===== src/rtl/ahb_bus_arbiter.sv =====
// AHB bus arbiter: round-robin grant of one AHB bus among NUM_MASTERS masters, with burst tracking, locked transfers and parking.
// Latency: HGRANT updates one edge after an arbitration point; HMASTER/HMASTLOCK follow on the next accepted address phase.
// Backpressure: HREADY=0 freezes every register. Optional build macro AHB_ARB_FIXED_PRIO_EN selects fixed lowest-index priority.
module ahb_bus_arbiter #(
    parameter int NUM_MASTERS    = 4,
    parameter int MASTER_ID_W    = 2,
    parameter int DEFAULT_MASTER = 0
) (
    input  logic                   CLK_ARBITER,
    input  logic                   RESET_ARBITER,
    input  logic [NUM_MASTERS-1:0] HBUSREQ,
    input  logic [NUM_MASTERS-1:0] HLOCK,
    input  logic                   HREADY,
    input  logic [1:0]             HTRANS,
    input  logic [2:0]             HBURST,
    output logic [NUM_MASTERS-1:0] HGRANT,
    output logic [MASTER_ID_W-1:0] HMASTER,
    output logic                   HMASTLOCK,
    output logic                   arb_burst_busy
);

    typedef enum logic [1:0] {
        ARB_IDLE   = 2'd0,
        ARB_BURST  = 2'd1,
        ARB_LOCKED = 2'd2
    } arb_state_t;

    localparam logic [1:0] TR_IDLE   = 2'b00;
    localparam logic [1:0] TR_BUSY   = 2'b01;
    localparam logic [1:0] TR_NONSEQ = 2'b10;
    localparam logic [1:0] TR_SEQ    = 2'b11;

    localparam logic [NUM_MASTERS-1:0] PARK_GRANT = NUM_MASTERS'(1) << DEFAULT_MASTER;
    localparam logic [MASTER_ID_W-1:0] PARK_ID    = MASTER_ID_W'(DEFAULT_MASTER);

    arb_state_t             state_q, state_d;
    logic [NUM_MASTERS-1:0] hgrant_q, hgrant_d;
    logic [MASTER_ID_W-1:0] hmaster_q;
    logic                   hmastlock_q;
    logic [3:0]             beat_cnt_q, beat_cnt_d;
    logic [MASTER_ID_W-1:0] rr_last_q, rr_last_d;

    logic [MASTER_ID_W-1:0] owner_idx;
    logic                   owner_req;
    logic                   owner_lock;
    logic                   is_nonseq;
    logic                   is_seq;
    logic                   fixed_burst;
    logic [3:0]             len_m1;
    logic                   arb_point;
    logic                   win_found;
    logic [MASTER_ID_W-1:0] win_idx;

    // Owner is whichever master currently holds the one-hot grant
    always_comb begin
        owner_idx = '0;
        for (int i = 0; i < NUM_MASTERS; i++) begin
            if (hgrant_q[i]) begin
                owner_idx = MASTER_ID_W'(i);
            end
        end
    end

    assign owner_req  = HBUSREQ[owner_idx];
    assign owner_lock = HLOCK[owner_idx];
    assign is_nonseq  = (HTRANS == TR_NONSEQ);
    assign is_seq     = (HTRANS == TR_SEQ);
    assign fixed_burst = (HBURST[2:1] != 2'b00);

    // Burst length minus one; SINGLE and INCR carry no beat count
    always_comb begin
        case (HBURST[2:1])
            2'b01:   len_m1 = 4'd3;
            2'b10:   len_m1 = 4'd7;
            2'b11:   len_m1 = 4'd15;
            default: len_m1 = 4'd0;
        endcase
    end

    // Arbitration point: an accepted transfer after which the bus may change hands
    always_comb begin
        arb_point = 1'b0;
        if (HREADY) begin
            if (HTRANS == TR_IDLE) begin
                arb_point = 1'b1;
            end else if (is_nonseq && (HBURST == 3'b000)) begin
                arb_point = 1'b1;
            end else if ((is_nonseq || is_seq) && (HBURST == 3'b001) && !owner_req) begin
                arb_point = 1'b1;
            end else if (is_seq && (beat_cnt_q == 4'd1)) begin
                arb_point = 1'b1;
            end
        end
    end

`ifdef AHB_ARB_FIXED_PRIO_EN
    // Fixed priority: lowest-index requester wins, the owner included
    always_comb begin
        win_found = 1'b0;
        win_idx   = '0;
        for (int i = NUM_MASTERS - 1; i >= 0; i--) begin
            if (HBUSREQ[i]) begin
                win_found = 1'b1;
                win_idx   = MASTER_ID_W'(i);
            end
        end
    end
`else
    logic [NUM_MASTERS-1:0] req_others;
    logic [MASTER_ID_W-1:0] cand;

    assign req_others = HBUSREQ & ~hgrant_q;

    // Round-robin search after rr_last; the owner only wins when nobody else asks
    always_comb begin
        win_found = 1'b0;
        win_idx   = '0;
        cand      = '0;
        for (int k = 1; k <= NUM_MASTERS; k++) begin
            cand = MASTER_ID_W'((int'(rr_last_q) + k) % NUM_MASTERS);
            if (!win_found && req_others[cand]) begin
                win_found = 1'b1;
                win_idx   = cand;
            end
        end
        if (!win_found && owner_req) begin
            win_found = 1'b1;
            win_idx   = owner_idx;
        end
    end
`endif

    // Next grant, round-robin pointer and beat counter
    always_comb begin
        hgrant_d   = hgrant_q;
        rr_last_d  = rr_last_q;
        beat_cnt_d = beat_cnt_q;
        if (HREADY) begin
            if (is_nonseq) begin
                beat_cnt_d = len_m1;
            end else if (is_seq && (beat_cnt_q != 4'd0)) begin
                beat_cnt_d = beat_cnt_q - 4'd1;
            end
        end
        if (arb_point && !owner_lock) begin
            if (win_found) begin
                hgrant_d  = NUM_MASTERS'(1) << win_idx;
                rr_last_d = win_idx;
            end else begin
                hgrant_d = PARK_GRANT;
            end
        end
    end

    // FSM state register
    always_ff @(posedge CLK_ARBITER or negedge RESET_ARBITER) begin
        if (!RESET_ARBITER) begin
            state_q <= ARB_IDLE;
        end else begin
            state_q <= state_d;
        end
    end

    // FSM next state: arbitration points settle lock, fixed NONSEQ opens a burst
    always_comb begin
        state_d = state_q;
        if (HREADY) begin
            if (arb_point) begin
                state_d = owner_lock ? ARB_LOCKED : ARB_IDLE;
            end else if (is_nonseq && fixed_burst) begin
                state_d = ARB_BURST;
            end
        end
    end

    // FSM output
    always_comb begin
        arb_burst_busy = (state_q == ARB_BURST);
    end

    // Grant, address-phase owner and lock registers; all frozen while HREADY is low
    always_ff @(posedge CLK_ARBITER or negedge RESET_ARBITER) begin
        if (!RESET_ARBITER) begin
            hgrant_q    <= PARK_GRANT;
            hmaster_q   <= PARK_ID;
            hmastlock_q <= 1'b0;
            beat_cnt_q  <= 4'd0;
            rr_last_q   <= PARK_ID;
        end else if (HREADY) begin
            hgrant_q    <= hgrant_d;
            hmaster_q   <= owner_idx;
            hmastlock_q <= owner_lock;
            beat_cnt_q  <= beat_cnt_d;
            rr_last_q   <= rr_last_d;
        end
    end

    assign HGRANT    = hgrant_q;
    assign HMASTER   = hmaster_q;
    assign HMASTLOCK = hmastlock_q;

endmodule


===== config.mk =====
export PLATFORM = sky130hd
export DESIGN_NAME = ahb_bus_arbiter
export DESIGN_NICKNAME = d
export VERILOG_FILES = /design/src/rtl/ahb_bus_arbiter.sv
export SDC_FILE = /design/constraint.sdc
export NUM_CORES = 1
export LEC_CHECK = 0
export ABC_AREA = 1
export CORE_MARGIN = 4
export CORE_UTILIZATION = 51
export DETAILED_ROUTE_END_ITERATION = 12
export PLACE_DENSITY = 0.86
export SLEW_MARGIN = 20
export SYNTH_ARGS = -nofsm -noshare
export SYNTH_HDL_FRONTEND = slang
export SYNTH_SLANG_ARGS = --single-unit

===== constraint.sdc =====
create_clock -name CLK_ARBITER -period 2.2 [get_ports CLK_ARBITER]
set_input_delay 0.44 -clock CLK_ARBITER [delete_from_list [all_inputs] [get_ports CLK_ARBITER]]
set_output_delay 0.44 -clock CLK_ARBITER [all_outputs]
set_load 0.05 [all_outputs]

Yosys cells after proc, flatten, opt, wreduce, memory -nomap -nowiden
Index checks and enable logic that the tools add are counted.

Memory bits (writable): 0. ROM bits: 0. Latch bits: 0. Input bits: 16. Word-level logic and storage cells: 92. Bits in registers: 15. Memories kept: 0.

$add $sub $neg: 5. Bitwise gates (word level): 2. Divide/modulo/power cells: 0. Multipliers: 0. Magnitude comparators: 5. Equality and inequality tests: 8. Shift operators: 1. Reductions and logical operators: 28. Muxes and demuxes: 37.

Operators with widths (count): $mux 2 (10); $mux 1 (17); $lt 2x3->1 const B (5); $bmux 1 s2 (6); $mux 4 (3); $pmux 4 s3 (1); $logic_and 1x1->1 (11); $eq 2x2->1 const B (4); $logic_not 1->1 (6); $reduce_and 2->1 (3); $reduce_bool 2->1 (3); $add 2x1->2 const B (2); $add 2x2->2 const B (2); $and 4x4->4 (1); $eq 2x1->1 const B (2); $eq 4x1->1 const B (1); $not 4->4 (1); $reduce_bool 4->1 (1); $shl 1x2->4 const A (1); $sub 4x1->4 const B (1); $eq 3x1->1 const B (1); $logic_not 3->1 (1); $reduce_and 3->1 (1); $logic_not 2->1 (1); $logic_or 1x1->1 (1).

Depth between registers and ports, before layout
Depth after elaboration: 19. Mapped depth: 15. Depth with buffers taken out: 14.

Least setup slack after synthesis
OpenSTA, ideal clock, no wires.

Kind: flip-flop to flip-flop. From: register hgrant_q[2] (netlist: HGRANT[2]). To: register hgrant_q[2] (netlist: HGRANT[2]). Buffers on the path: 0. Cell stages (with the launch flop): 13. Data required time: 2.122 ns. Arrival: 1.742 ns. Clock period less this slack: 1.820 ns. Slack: 0.380 ns. Library setup time: 0.078 ns. Path through: dfrtp_1 inv_2 nand2_2 nand2_2 nand2_1 nand3_1 nand3b_1 nand2_1 nand2_1 nand2_2 nor2_2 nand3_1 o21bai_1.

Cells in the longest elaborated chain, start to end: 19. Elaborated cells between the ends (all ways): 45.

RTL lines: start, declared (RTL line 37) `logic [NUM_MASTERS-1:0] hgrant_q, hgrant_d;`; start signal, assigned (RTL line 190) `hgrant_q <= hgrant_d;`; $not 4->4 (RTL line 112) `assign req_others = HBUSREQ & ~hgrant_q;`; $and 4x4->4 (RTL line 112); $bmux 1 s2 (RTL line 121) `if (!win_found && req_others[cand]) begin`; $mux 1 (implied by the code) (RTL line 121); $mux 1 (RTL line 121); $logic_not 1->1 (RTL line 121); $logic_and 1x1->1 (RTL line 121); $mux 1 (RTL line 121); (+3 left out); $logic_not 1->1 (RTL line 121); $logic_and 1x1->1 (RTL line 121); $mux 1 (RTL line 121); $logic_not 1->1 (RTL line 126) `if (!win_found && owner_req) begin`; $logic_and 1x1->1 (RTL line 126); $mux 2 (RTL line 126); $shl 1x2->4 (RTL line 147) `hgrant_d = NUM_MASTERS'(1) << win_idx;`; $mux 4 (RTL line 146) `if (win_found) begin`.

Parallel ways exist; a longest one is shown, timed or not. The select of a mux whose other input is x is not followed. A chain may end at the register's enable or synchronous reset.

Worst setup path in the final report
From: register hgrant_q[0] (netlist: HGRANT[0]). To: output port HGRANT[0].

RTL lines: end, declared (RTL line 16) `output logic [NUM_MASTERS-1:0] HGRANT,`.

No word-level cell between the ends.

==> metrics <==
port buffer count 23; largest net degree at the start of global routing 16; clk sinks 15; H-tree Lvls 1; Horiz. Die Dim 56.1 um; DR vias/cell 5.56; worst stage delay on the critical path approximately 800 ps; Post-DP HPWL around 2400 um; setup_tns 0 ps; outcome complete, no violations; initial core utilization 53.4%; worst path cell trace clkdlybuf4s50_1; mean area per synthesized cell roughly 7.0 um2; sw power roughly 1.3 mW; Sw Share a little under three fifths; PD cells roughly 1600 nW/um2; final net count around 220; FF+latch count, synth 15; Clock Power Share 7.0%; required time worst endpoint ~1800 ps; total power between 2 and 2.5 mW; CTS tree built; Comb power frac a little over two thirds; number of global-route vias before repair between 1000 and 1500; initial antenna violation count 0; VDD IR-drop max slightly above 1 mV; Congestion Overflow GR 0; die height between 50 and 60 um; layout cells sized above 1 between 10 and 15%; reg-to-reg slack, setup between 300 and 400 ps; worst path bufs/invs 1; core footprint approximately 2200 um2; Worst Hold Margin between 400 and 500 ps; mapped cell area ~1200 um2; Flop pwr share 22.7%; Synth top area share a little under 30%; Detail Route Antenna Nets 0; data arrival time of the worst path between 1500 and 2000 ps; Fin. Hold Viols 0; Vias ~1300; area grow syn2layout 25.1%; CTS Hold Bufs 0; Int Power between 1 and 1.5 mW; Clock Skew 9.55 ps; Slew Viols, Final 0; DR WL/cell between 10 and 15 um; Filler Cell Count 186; die area 3150 um2; Startpoint Class flop; Synth Warn # 0; Crit Path Class reg2out; max_slew headroom a little under three fifths; CTS Buf Count 3; f_max 476 MHz; Seq/Total Area, Yosys a little under a third; Final Cycle Share between 90% and 100%; Crit Path Max Fanout 3; Final setup violation count 0; Core Rows 17; CP Capture Type output port; P_leak 0.709 nW; Layout Cells excl Fill roughly 230; Setup Fix Bufs, Post-CTS 0; count of cell types in the netlist 27; Ant. Diodes 0; Max-cap violations 0; CP delay by family, top buffers and inverters; top cell type by total area after synthesis dfrtp_1; Syn Nets 188; largest buffer count on any clock path 2; # IOs 24; routability cong. 0.907; cell chosen for the clock root clkbuf_4; RSZ-0062 raised after global routing false; final WL roughly 3000 um; slowest CP cell clkdlybuf4s50_1; 1st-pass router iterations 6; DRC 0; clk slew on worst S/H paths around 100 ps; synthesized instance count 169; Slew @ Worst Pin 670 ps; first-pass GRT wire length approximately 5300 um; Hold Path Class reg2reg; total track usage about a fifth; Tmin final 2100 ps; Initial DRC Count 45; Worst-Skew Late Latency roughly 300 ps; post-cts resize count 0; placed insts 221; Synth area leaders dfrtp_1, nand2_1, nand3_1, o21ai_0, inv_1
## power groups by stage
stage	Sequential, mW	Clock [mW]	Combinational [mW]
final	0.538	0.166	1.66
after global routing	0.554	0.175	1.84
after CTS	0.532	0.167	1.66
after detailed placement	0.537	0	1.65
after global placement	0.532	0	1.60
after floorplan	0.694	0	1.10
## worst min-delay path: stages, from the launching register on
cell	delay (ps)
dfstp_2	390
nand2_1	60
nand2_1	50
## per-stage QoR
step	setup WS, ps	cell area [um2]	utilization, %
3_3_place_gp	66.8	1450	65.6
6_report	97.3	1480	66.8
3_5_place_dp	12.5	1450	65.6
5_1_grt	68.1	1480	66.8
4_1_cts	93.3	1480	66.8
2_1_floorplan	380	1180	-
## sequential cells by signal, summed over array words and instances, names as in the netlist
name	count
HMASTER	2
HGRANT	4
HMASTLOCK	1
rr_last_q	2
beat_cnt_q	4
state_q	2
## area by class of cell
| class | instances | area, um2 | area share, % |
|---|---|---|---|
| multi-input cells | 131 | 703 | 47.6 |
| flip-flops and latches | 15 | 377 | 25.5 |
| repair buffers | 25 | 245 | 16.6 |
| inverters | 22 | 90.1 | 6.10 |
| well taps | 28 | 35.0 | 2.37 |
| clock buffers | 3 | 22.5 | 1.52 |
| clock inverters | 1 | 5.00 | 0.339 |
## final timing paths
kind | start | end | depth (start not counted)
worst max-delay path | HGRANT[0] | HGRANT[0] | 1
worst min-delay path | HGRANT[0] | HGRANT[0] | 2
worst max register to register | rr_last_q[0] | rr_last_q[1] | 12
worst min register to register | HGRANT[0] | HGRANT[0] | 2
max in group asynchronous | RESET_ARBITER | beat_cnt_q[2] | 1
min in group asynchronous | RESET_ARBITER | HMASTLOCK | 1
## cells in the final DEF (no fill, tap or decap), types with 3 or more instances in the layout
master           count
o21ai_0             14
nor2_1              13
clkdlybuf4s50_1     23
ha_1                 3
nand3_1             25
nand2_1             39
nand2_2              7
inv_1               17
inv_2                4
a21oi_1              4
nand3_2              4
clkbuf_4             3
dfrtp_1             14
## cells by family (layout without fill, tap and decap cells)
kind of cell / after synthesis / in the layout / synth area share [%]
AO/OA/AOI/OAI: 27 / 27 / 12.7
buffers and inverters: 23 / 51 / 8.58
flip-flops: 15 / 15 / 31.9
adder cells (fa/ha/maj): 3 / 3 / 3.18
AND/OR/NAND/NOR: 99 / 99 / 42.2
XOR/XNOR: 2 / 2 / 1.48
## per-layer routing
metal	global-route usage, %	wire length [um]	up-vias
li1	-	-	620
met1	24.2	1220	572
met2	36.6	1510	51
met3	2.32	186	9
met4	8.14	61	0
met5	0	0	-
## Yosys cell counts (all sizes together)
master,count
nand2,47
o21ai,16
ha,3
nand4,2
a21oi,4
a211oi,2
nor2,17
a31oi,2
buf,1
dfstp,1
nand3b,1
dfrtp,14
o21a,1
xnor2,2
nor3,2
inv,22
nand3,30
o21bai,2
(Power assumes the default switching activity.)
